**src/rtl/mpq_host.sv**
```systemverilog
// mpq_host: buffers a data list and a command script, streams them into the
// max-priority-queue engine, and captures the engine's RAM write-back for readback.
module mpq_host #(
  parameter int DATA_DEPTH   = 32,
  parameter int SCRIPT_DEPTH = 16,
  parameter int WDOG_CYCLES  = 4096
) (
  input  logic       clk,
  input  logic       rst,
  input  logic       ld_valid,
  output logic       ld_ready,
  input  logic [7:0] ld_data,
  input  logic       ld_last,
  input  logic       sc_valid,
  output logic       sc_ready,
  input  logic [2:0] sc_cmd,
  input  logic [7:0] sc_index,
  input  logic [7:0] sc_value,
  input  logic       sc_last,
  output logic       mpq_data_valid,
  output logic [7:0] mpq_data,
  output logic       mpq_cmd_valid,
  output logic [2:0] mpq_cmd,
  output logic [7:0] mpq_index,
  output logic [7:0] mpq_value,
  input  logic       mpq_busy,
  input  logic       mpq_ram_valid,
  input  logic [7:0] mpq_ram_a,
  input  logic [7:0] mpq_ram_d,
  input  logic       mpq_done,
  input  logic [4:0] rd_addr,
  output logic [7:0] rd_data,
  output logic [5:0] heap_size,
  output logic       finished,
  output logic       err
);
  localparam int DW  = $clog2(DATA_DEPTH);
  localparam int DCW = $clog2(DATA_DEPTH + 1);
  localparam int SW  = $clog2(SCRIPT_DEPTH);
  localparam int SCW = $clog2(SCRIPT_DEPTH + 1);
  localparam int WW  = $clog2(WDOG_CYCLES + 1);

  typedef enum logic [2:0] {
    ST_COLLECT = 3'd0,
    ST_STREAM  = 3'd1,
    ST_ISSUE   = 3'd2,
    ST_CAPTURE = 3'd3,
    ST_FINISH  = 3'd4,
    ST_ERROR   = 3'd5
  } state_t;

  state_t         state_r, state_s;
  logic [7:0]     data_mem_r  [DATA_DEPTH];
  logic [7:0]     res_mem_r   [DATA_DEPTH];
  logic [2:0]     scr_cmd_r   [SCRIPT_DEPTH];
  logic [7:0]     scr_index_r [SCRIPT_DEPTH];
  logic [7:0]     scr_value_r [SCRIPT_DEPTH];
  logic [DCW-1:0] ld_cnt_r;
  logic           ld_done_r;
  logic [SCW-1:0] sc_cnt_r;
  logic           sc_done_r;
  logic [DW-1:0]  str_idx_r;
  logic [SW-1:0]  iss_idx_r;
  logic [WW-1:0]  wdog_r;
  logic [5:0]     heap_size_r;
  logic [7:0]     rd_data_r;

  logic ld_ready_s, sc_ready_s, ld_acc_s, sc_acc_s, ld_ovf_s, sc_bad_s;
  logic ld_fin_s, sc_fin_s, stream_last_s, cmd_fire_s, issue_last_s;
  logic cap_bad_s, cap_wr_s, wdog_exp_s, ld_store_s, sc_store_s;

  assign ld_ready_s    = (state_r == ST_COLLECT) && !ld_done_r;
  assign sc_ready_s    = (state_r == ST_COLLECT) && !sc_done_r;
  assign ld_acc_s      = ld_valid && ld_ready_s;
  assign sc_acc_s      = sc_valid && sc_ready_s;
  assign ld_ovf_s      = ld_acc_s && (ld_cnt_r == DCW'(DATA_DEPTH));
  assign sc_bad_s      = sc_acc_s && ((sc_cnt_r == SCW'(SCRIPT_DEPTH)) || (sc_cmd > 3'd4) ||
                                      (sc_last && (sc_cmd != 3'd4)));
  assign ld_store_s    = ld_acc_s && !ld_ovf_s;
  assign sc_store_s    = sc_acc_s && !sc_bad_s;
  assign ld_fin_s      = ld_done_r || (ld_acc_s && ld_last);
  assign sc_fin_s      = sc_done_r || (sc_acc_s && sc_last);
  assign stream_last_s = (DCW'(str_idx_r) == (ld_cnt_r - DCW'(1)));
  // The engine's ready window is a single busy-low cycle, so the command strobe cannot wait a cycle.
  assign cmd_fire_s    = (state_r == ST_ISSUE) && !mpq_busy;
  assign issue_last_s  = cmd_fire_s && (scr_cmd_r[iss_idx_r] == 3'd4);
  assign cap_bad_s     = (state_r == ST_CAPTURE) && mpq_ram_valid && (mpq_ram_a >= 8'(DATA_DEPTH));
  assign cap_wr_s      = (state_r == ST_CAPTURE) && mpq_ram_valid && !cap_bad_s;
  assign wdog_exp_s    = (wdog_r >= WW'(WDOG_CYCLES - 1));

  // State register
  always_ff @(posedge clk) begin
    if (rst) state_r <= ST_COLLECT;
    else     state_r <= state_s;
  end

  // Next-state selection
  always_comb begin
    state_s = state_r;
    case (state_r)
      ST_COLLECT: begin
        if (ld_ovf_s || sc_bad_s)      state_s = ST_ERROR;
        else if (ld_fin_s && sc_fin_s) state_s = ST_STREAM;
        else                           state_s = ST_COLLECT;
      end
      ST_STREAM: begin
        if (stream_last_s) state_s = ST_ISSUE;
        else               state_s = ST_STREAM;
      end
      ST_ISSUE: begin
        if (issue_last_s)                    state_s = ST_CAPTURE;
        else if (wdog_exp_s && !cmd_fire_s) state_s = ST_ERROR;
        else                                 state_s = ST_ISSUE;
      end
      ST_CAPTURE: begin
        if (cap_bad_s)       state_s = ST_ERROR;
        else if (mpq_done)   state_s = ST_FINISH;
        else if (wdog_exp_s) state_s = ST_ERROR;
        else                 state_s = ST_CAPTURE;
      end
      ST_FINISH: state_s = ST_FINISH;
      ST_ERROR:  state_s = ST_ERROR;
      default:   state_s = ST_ERROR;
    endcase
  end

  // Watchdog: cleared on any state change or accepted command
  always_ff @(posedge clk) begin
    if (rst || (state_s != state_r) || cmd_fire_s)
      wdog_r <= '0;
    else if ((state_r == ST_ISSUE) || (state_r == ST_CAPTURE))
      wdog_r <= wdog_r + WW'(1);
    else
      wdog_r <= '0;
  end

  // Collection counters and last-beat flags
  always_ff @(posedge clk) begin
    if (rst) begin
      ld_cnt_r  <= '0;
      ld_done_r <= 1'b0;
      sc_cnt_r  <= '0;
      sc_done_r <= 1'b0;
    end else begin
      if (ld_store_s) begin
        ld_cnt_r  <= ld_cnt_r + DCW'(1);
        ld_done_r <= ld_last;
      end
      if (sc_store_s) begin
        sc_cnt_r  <= sc_cnt_r + SCW'(1);
        sc_done_r <= sc_last;
      end
    end
  end

  // Data and script buffers (contents need no reset)
  always_ff @(posedge clk) begin
    if (ld_store_s) data_mem_r[ld_cnt_r[DW-1:0]] <= ld_data;
    if (sc_store_s) begin
      scr_cmd_r[sc_cnt_r[SW-1:0]]   <= sc_cmd;
      scr_index_r[sc_cnt_r[SW-1:0]] <= sc_index;
      scr_value_r[sc_cnt_r[SW-1:0]] <= sc_value;
    end
  end

  // Stream and issue pointers
  always_ff @(posedge clk) begin
    if (rst) begin
      str_idx_r <= '0;
      iss_idx_r <= '0;
    end else begin
      if (state_r == ST_STREAM) str_idx_r <= str_idx_r + DW'(1);
      else                      str_idx_r <= '0;
      if (cmd_fire_s) iss_idx_r <= iss_idx_r + SW'(1);
    end
  end

  // Result capture count and registered readback
  always_ff @(posedge clk) begin
    if (rst) begin
      heap_size_r <= 6'd0;
      rd_data_r   <= 8'd0;
    end else begin
      if (cap_wr_s) heap_size_r <= heap_size_r + 6'd1;
      rd_data_r <= res_mem_r[rd_addr];
    end
  end

  // Result RAM write port
  always_ff @(posedge clk) begin
    if (cap_wr_s) res_mem_r[mpq_ram_a[DW-1:0]] <= mpq_ram_d;
  end

  assign ld_ready       = ld_ready_s;
  assign sc_ready       = sc_ready_s;
  assign mpq_data_valid = (state_r == ST_STREAM);
  assign mpq_data       = (state_r == ST_STREAM) ? data_mem_r[str_idx_r] : 8'd0;
  assign mpq_cmd_valid  = cmd_fire_s;
  assign mpq_cmd        = (state_r == ST_ISSUE) ? scr_cmd_r[iss_idx_r]   : 3'd0;
  assign mpq_index      = (state_r == ST_ISSUE) ? scr_index_r[iss_idx_r] : 8'd0;
  assign mpq_value      = (state_r == ST_ISSUE) ? scr_value_r[iss_idx_r] : 8'd0;
  assign rd_data        = rd_data_r;
  assign heap_size      = heap_size_r;
  assign finished       = (state_r == ST_FINISH);
  assign err            = (state_r == ST_ERROR);
endmodule

```
**config.mk**
```make
export PLATFORM = sky130hd
export DESIGN_NAME = mpq_host
export DESIGN_NICKNAME = d
export VERILOG_FILES = /design/src/rtl/mpq_host.sv
export SDC_FILE = /design/constraint.sdc
export NUM_CORES = 1
export LEC_CHECK = 0
export CAP_MARGIN = 20
export CORE_ASPECT_RATIO = 0.75
export CORE_UTILIZATION = 39
export DETAILED_ROUTE_END_ITERATION = 8
export GPL_TIMING_DRIVEN = 0
export PLACE_DENSITY = 0.57
export SETUP_SLACK_MARGIN = 0.5
export SLEW_MARGIN = 20
export SYNTH_ARGS = -nofsm -noshare
export SYNTH_HDL_FRONTEND = slang
export SYNTH_SLANG_ARGS = --single-unit
```
**constraint.sdc**
```tcl
create_clock -name clk -period 4.5 [get_ports clk]
set_input_delay 1.125 -clock clk [delete_from_list [all_inputs] [get_ports clk]]
set_output_delay 1.125 -clock clk [all_outputs]
set_load 0.005 [all_outputs]
```
==> impl_metrics.ini, run 1 <==
[cts]
tritoncts_clock_tree = yes
cts.root.buffer_cell = clkbuf_16
cts.reportedPaths.clkPinSlew_ns = 0.06
cts.htree.levels = 3
worst_skew_pair.late_latency_ns = 0.65
clock_sink_count = 872
clock_tree.buffer_depth = 3
cts_inserted_buffers = 85

[setup_path]
ff2ff_setup_slack_ns = 1.14
worstPathArrival_ns = 2.96
worst_r2r_startpoint = state_r[2]
critical_path.max_fanout = 6
criticalPathCategory = reg2out
rr_worst_depth = 7
cp-start-kind = register
crit_start = str_idx_r[0]
critical_path_capture_point = mpq_data[3]
critical_path.endpoint_type = output port
worst-endpoint-required_ns = 3.38
r2r_end = scr_value_r[8][1]

[global_route]
global_route.usage.met2_pct = 27.2
grt_remaining_overflow = 0
first_global_vias = 17000
grt_antenna_before_repair = 9
grt_max_degree = 33
grt_use_total_pct = 18.0
grt.met1_usage_pct = 26.6
grt_first_pass_wirelength_um = 115000
grt.met3_usage_pct = 3.94
grt_most_used_layer = met2

[logic_synthesis]
dominantRegCellSynth = edfxtp_1
netlist_top_cells_area = edfxtp_1, mux4_2, dfxtp_1
synth.net_count = 1658
post_synthesis_cell_area_mm2 = 0.0339
synthArstFlopShare_pct = 0
yosys-top-cells-count = edfxtp_1, mux4_2, nor2_1, dfxtp_1, clkbuf_1
post_syn_area_per_cell_um2 = 21.3
synth_top_area_share_pct = 72.3
synth.lib_cells_used.distinct = 51
synth-seq-area-share_pct = 75.6
most_common_cell_in_the_synthesized_netlist = edfxtp_1
synth_area_leader_cell = edfxtp_1
synth.ff_latch_count = 872
ys_warn_count = 0
number_of_instances_in_the_synthesized_netlist = 1589
synth_edf_count = 816

[power]
leakage_nw = 12.4
ir_drop_mv = 0.249
power_density_normalized_to_cell_area_mw_per_mm2 = 416

[detailed_routing]
remaining_drc_errors = 16
dr.first_iter.drc_count = 1690
post_drt_wl_per_cell_um = 25.8
detailedRoute.firstPassIterationCount = 7
routed_wirelength_um = 78300
routed_via_density = 5.42
route.vias.total = 16500
drt.antenna.violating_nets = 0

[die]
area_of_the_die_mm2 = 0.0881
die_h_um = 257
core_area_mm2 = 0.0860
floorplan.io_pins = 104
die_w_um = 342
placement_rows = 93
initial_core_util_pct = 39.4

[timing]
setup_viol = 0
finalWorstPathRequiredPeriod_ns = 4.09
finalSetupTns_ns = 0
grt_setup_unrepaired = true
timing.final.ws_setup_ns = 0.411
fmax_mhz = 245
timing.final.hold_violations = 0
slew-limit-headroom_pct = 19.3
worst-slew-pin-transition_ns = 1.21
share_of_the_cycle_needed_by_the_critical_path_after_routing_pct = 90.9
maxSlewViolCount = 0
timing.clock.skew_ns = 0.0279

[finish]
syn2layout_area_growth_pct = 18.8
drive_gt1_share_pct = 29.5
final-instance-count-excl-fill = 3039
final_area_mm2 = 0.0402
finish.net_count = 1897

[placed_design]
io_buffers = 97
placed_cells = 2844
dpl-instance-area_mm2 = 0.0368
placement.setup.worst_slack_ns = -0.0628
routabilityCongestion = 0.782
dp_hpwl_um = 51600

[run_status]
violations = design-rule violations
status = finished, violations left

[run]
drv_cap = 0

[worst_hold_path]
hold_removal_path_class = reg2reg
## state kept, by name, indices dropped and copies added, names as in the netlist, named ones only
register,count
data_mem_r,256
res_mem_r,256
scr_index_r,128
scr_value_r,128
scr_cmd_r,48
wdog_r,13
rd_data,8
heap_size,6
ld_cnt_r,6
sc_cnt_r,5
str_idx_r,5
iss_idx_r,4
state_r,3
ld_done_r,1
sc_done_r,1
## cell families (layout without fill, tap and decap cells)
family	Yosys count	in the layout	synth area share (%)
AOI/OAI and AO/OA	30	30	0.639
xor gates and xnor gates	38	38	0.982
adders and majority gates	12	12	0.443
buffers and inverters	94	402	1.17
DFF	872	872	75.6
muxes	269	269	17.3
other	1	3	0.0111
and+or+nand+nor	273	273	3.86
## placed cells by master, fill, tap and decap left out, types with 15 or more instances in the layout
| cell | count |
|---|---|
| nor2_4 | 15 |
| buf_16 | 19 |
| buf_2 | 50 |
| clkdlybuf4s50_1 | 55 |
| buf_12 | 18 |
| nand2_1 | 27 |
| clkbuf_1 | 48 |
| nand3_1 | 17 |
| buf_4 | 25 |
| nor3_1 | 18 |
| mux2i_1 | 15 |
| clkbuf_16 | 87 |
| xnor2_1 | 20 |
| dfxtp_1 | 53 |
| nor2_1 | 120 |
| nor2b_1 | 15 |
| mux4_2 | 252 |
| xor2_1 | 18 |
| edfxtp_1 | 816 |
## worst max-delay path, stage by stage, from the launching register on
cell and delay, ns:
dfxtp_2 0.35, buf_8 0.11, buf_12 0.14, buf_12 0.11, buf_12 0.11, mux4_2 0.56
mux4_2 0.53, mux2i_1 0.19, nor2_1 0.06, buf_2 0.15
## timing repair
item / CTS / global route
gates resized for setup: 200 / 24
gates cloned: 4 / 1
pin swaps: 1 / 6
buffers inserted: 24 / 8
setup endpoints to repair: 27 / 34
hold buffers: 0 / 0
## per-stage QoR
| stage | util [%] | hold slack, ns | power (mW) |
|---|---|---|---|
| final | 46.8 | 0.511 | 16.7 |
| after floorplan | - | 0.451 | 9.49 |
| after global placement | 42.2 | 0.470 | 9.85 |
| after detailed placement | 42.8 | 0.482 | 9.88 |
| after global routing | 46.8 | 0.523 | 17.2 |
| after CTS | 46.6 | 0.508 | 16.9 |
## cell type report
cell class | count | area, um^2
repair buffers | 152 | 1710
clock buffers | 113 | 2300
clock inverters | 43 | 429
diodes | 2 | 5.00
multi-input cells | 623 | 8050
flip-flops and latches | 872 | 25600
well taps | 1140 | 1430
fillers | 7037 | 45800
plain buffers | 80 | 632
inverters | 14 | 52.6
## metal layers
metal | part of all wire [%] | vias up
li1 | - | 7052
met1 | 46 | 8789
met2 | 46 | 510
met3 | 6.4 | 118
met4 | 2.0 | 4
met5 | 0.032 | -
## power by group
part,switching (mW),internal [mW],total [mW]
Combinational,0.463,0.351,0.814
Sequential,0.0199,8.91,8.93
Clock,3.01,3.97,6.98
Total,3.49,13.2,16.7
## how the worst min path moves through the flow
stage                            to  depth (start not counted)  startpoint  slack [ns]
after global routing      sc_done_r                          2   sc_done_r        0.52
after detailed placement  ld_done_r                          2   ld_done_r        0.48
final                     sc_done_r                          2   sc_done_r        0.51
after floorplan           ld_done_r                          2   ld_done_r        0.45
after CTS                 sc_done_r                          2   sc_done_r        0.51
after global placement    ld_done_r                          2   ld_done_r        0.47
Note: power is estimated with default switching activity, not from simulation.
==> run 2: changes to the inputs <==
--- a/config.mk
+++ b/config.mk
@@ -8,6 +8,7 @@
 export CAP_MARGIN = 20
 export CORE_ASPECT_RATIO = 0.75
 export CORE_UTILIZATION = 39
+export CTS_CLUSTER_DIAMETER = 30
 export DETAILED_ROUTE_END_ITERATION = 8
 export GPL_TIMING_DRIVEN = 0
 export PLACE_DENSITY = 0.57
==> run 2 against run 1 <==
Clock power increased by 59%. Design area increased by 6.0%. Hold slack worse by 0.0046 ns. Clock-buffer cell count up 45. The run still ends with design-rule violations left. Critical endpoint is now mpq_data[5]. Flip-flop and latch count is the same. Critical path type unchanged. Maximum frequency fell by 0.61%. Combinational power shrank 1%. Clock skew is essentially flat. Total power increased by 25%.
==> impl_metrics.ini, run 2 (synthesis results as in run 1) <==
[run_status]
status = finished, violations left
violations = design-rule violations

[timing]
worst-slew-pin-transition_ns = 1.21
share_of_the_cycle_needed_by_the_critical_path_after_routing_pct = 91.4
finalSetupTns_ns = 0
finalWorstPathRequiredPeriod_ns = 4.11
slew-limit-headroom_pct = 19.5
setup_viol = 0
finalHoldWorstSlack_ns = 0.506
maxSlewViolCount = 0
timing.final.hold_violations = 0
timing.clock.skew_ns = 0.0280
grt_setup_unrepaired = true
fmax_mhz = 243

[cts]
cts.htree.levels = 4
tritoncts_clock_tree = yes
hold_buffers = 0
clock_sink_count = 872
cts_inserted_buffers = 143
cts.root.buffer_cell = clkbuf_16
clock_tree.buffer_depth = 3
worst_skew_pair.late_latency_ns = 0.71
cts.reportedPaths.clkPinSlew_ns = 0.05

[power]
ir_drop_mv = 0.411
power_frac_clock_pct = 53.2
power_consumption_mw = 20.9
total_switching_power_mw = 4.40
power_density_normalized_to_cell_area_mw_per_mm2 = 489
combPwrFrac_pct = 3.8
power.internal_mw = 16.4
power.switching_fraction_pct = 21.1
leakage_nw = 13.5
power.sequential.fraction_pct = 42.9

[die]
die_h_um = 257
initial_core_util_pct = 39.4
placement_rows = 93
die_w_um = 342
floorplan.io_pins = 104
area_of_the_die_mm2 = 0.0881
core_area_mm2 = 0.0860

[detailed_routing]
route.vias.total = 16900
dr.first_iter.drc_count = 1567
routed_wirelength_um = 80300
drt.antenna.violating_nets = 0
detailedRoute.firstPassIterationCount = 7
remaining_drc_errors = 16
routed_via_density = 5.36
post_drt_wl_per_cell_um = 25.4

[finish]
final_area_mm2 = 0.0426
final_cell_mix = edfxtp_1, mux4_2, clkbuf_16
drive_gt1_share_pct = 34.6
layout.cells.most_common = edfxtp_1
number_of_filler_cells_placed_in_the_layout = 6807
finish.net_count = 1968
syn2layout_area_growth_pct = 25.8

[placed_design]
dp_hpwl_um = 51600
io_buffers = 97
dpl-instance-area_mm2 = 0.0368
routabilityCongestion = 0.782

[worst_hold_path]
hold_removal_path_class = reg2reg

[global_route]
grt_antenna_before_repair = 6
grt_use_total_pct = 18.6
grt_remaining_overflow = 0
grt_first_pass_wirelength_um = 118000
grt_max_degree = 33
first_global_vias = 17600

[setup_path]
worstPathArrival_ns = 2.99
critical_path.max_fanout = 7
criticalPathCategory = reg2out
critical_path.endpoint_type = output port
cp-start-kind = register
worst-endpoint-required_ns = 3.38

[run]
drv_cap = 0
==> run 2: cell type report <==
cell class | count | area (um^2) | share of cell area [%]
diodes | 1 | 2.50 | 0.00587
plain buffers | 80 | 644 | 1.51
clock buffers | 158 | 3680 | 8.62
clock inverters | 103 | 1280 | 3.00
inverters | 14 | 52.6 | 0.123
multi-input cells | 623 | 8120 | 19.0
flip-flops and latches | 872 | 25600 | 60.1
well taps | 1140 | 1430 | 3.35
repair buffers | 165 | 1810 | 4.24
==> run 2: worst paths after layout <==
check,startpoint,end,slack [ns],cells past startpoint
worst min-delay path,sc_done_r,sc_done_r,0.51,2
worst max-delay path,str_idx_r[0],mpq_data[5],0.39,8
worst max register to register,state_r[2],scr_value_r[8][4],1.24,7
worst min register to register,sc_done_r,sc_done_r,0.51,2
==> run 2: worst max-delay path: stages, from the launching register on <==
cell and delay [ns]:
dfxtp_2 0.34, buf_8 0.11, buf_12 0.16, buf_6 0.17, mux4_2 0.58, mux4_2 0.48, mux2i_2 0.21, nor2_1 0.07
buf_2 0.15
==> run 2: metal layers <==
| metal | routed length (um) | GRT usage, % |
|---|---|---|
| met5 | 11 | 0 |
| met4 | 1580 | 5.47 |
| met3 | 6260 | 5.04 |
| met2 | 36500 | 27.7 |
| met1 | 35900 | 26.8 |
==> run 2: what timing repair did <==
action	CTS	global route
resized for setup	222	30
setup buffers	27	17
endpoints found under the setup margin	27	28
endpoints found under the hold margin	0	0
pin swaps	3	7
cloned	6	0
==> run 2: per-stage QoR <==
| step | worst slack [ns] | utilization [%] | cells |
|---|---|---|---|
| global placement | -1.08 | 42.2 | 2826 |
| floorplan | 1.27 | - | 1589 |
| finish | 0.386 | 49.6 | 3156 |
| global route | 0.294 | 49.6 | 3155 |
| detailed placement | -0.0628 | 42.8 | 2844 |
| CTS | 0.307 | 49.4 | 3138 |
==> run 2: power by group through the flow <==
stage | registers, mW | logic [mW] | clock network (mW)
floorplan | 9.10 | 0.390 | 0
global placement | 9.11 | 0.747 | 0
detailed placement | 9.11 | 0.775 | 0
CTS | 8.95 | 0.808 | 11.3
global route | 8.94 | 0.860 | 11.6
finish | 8.95 | 0.802 | 11.1
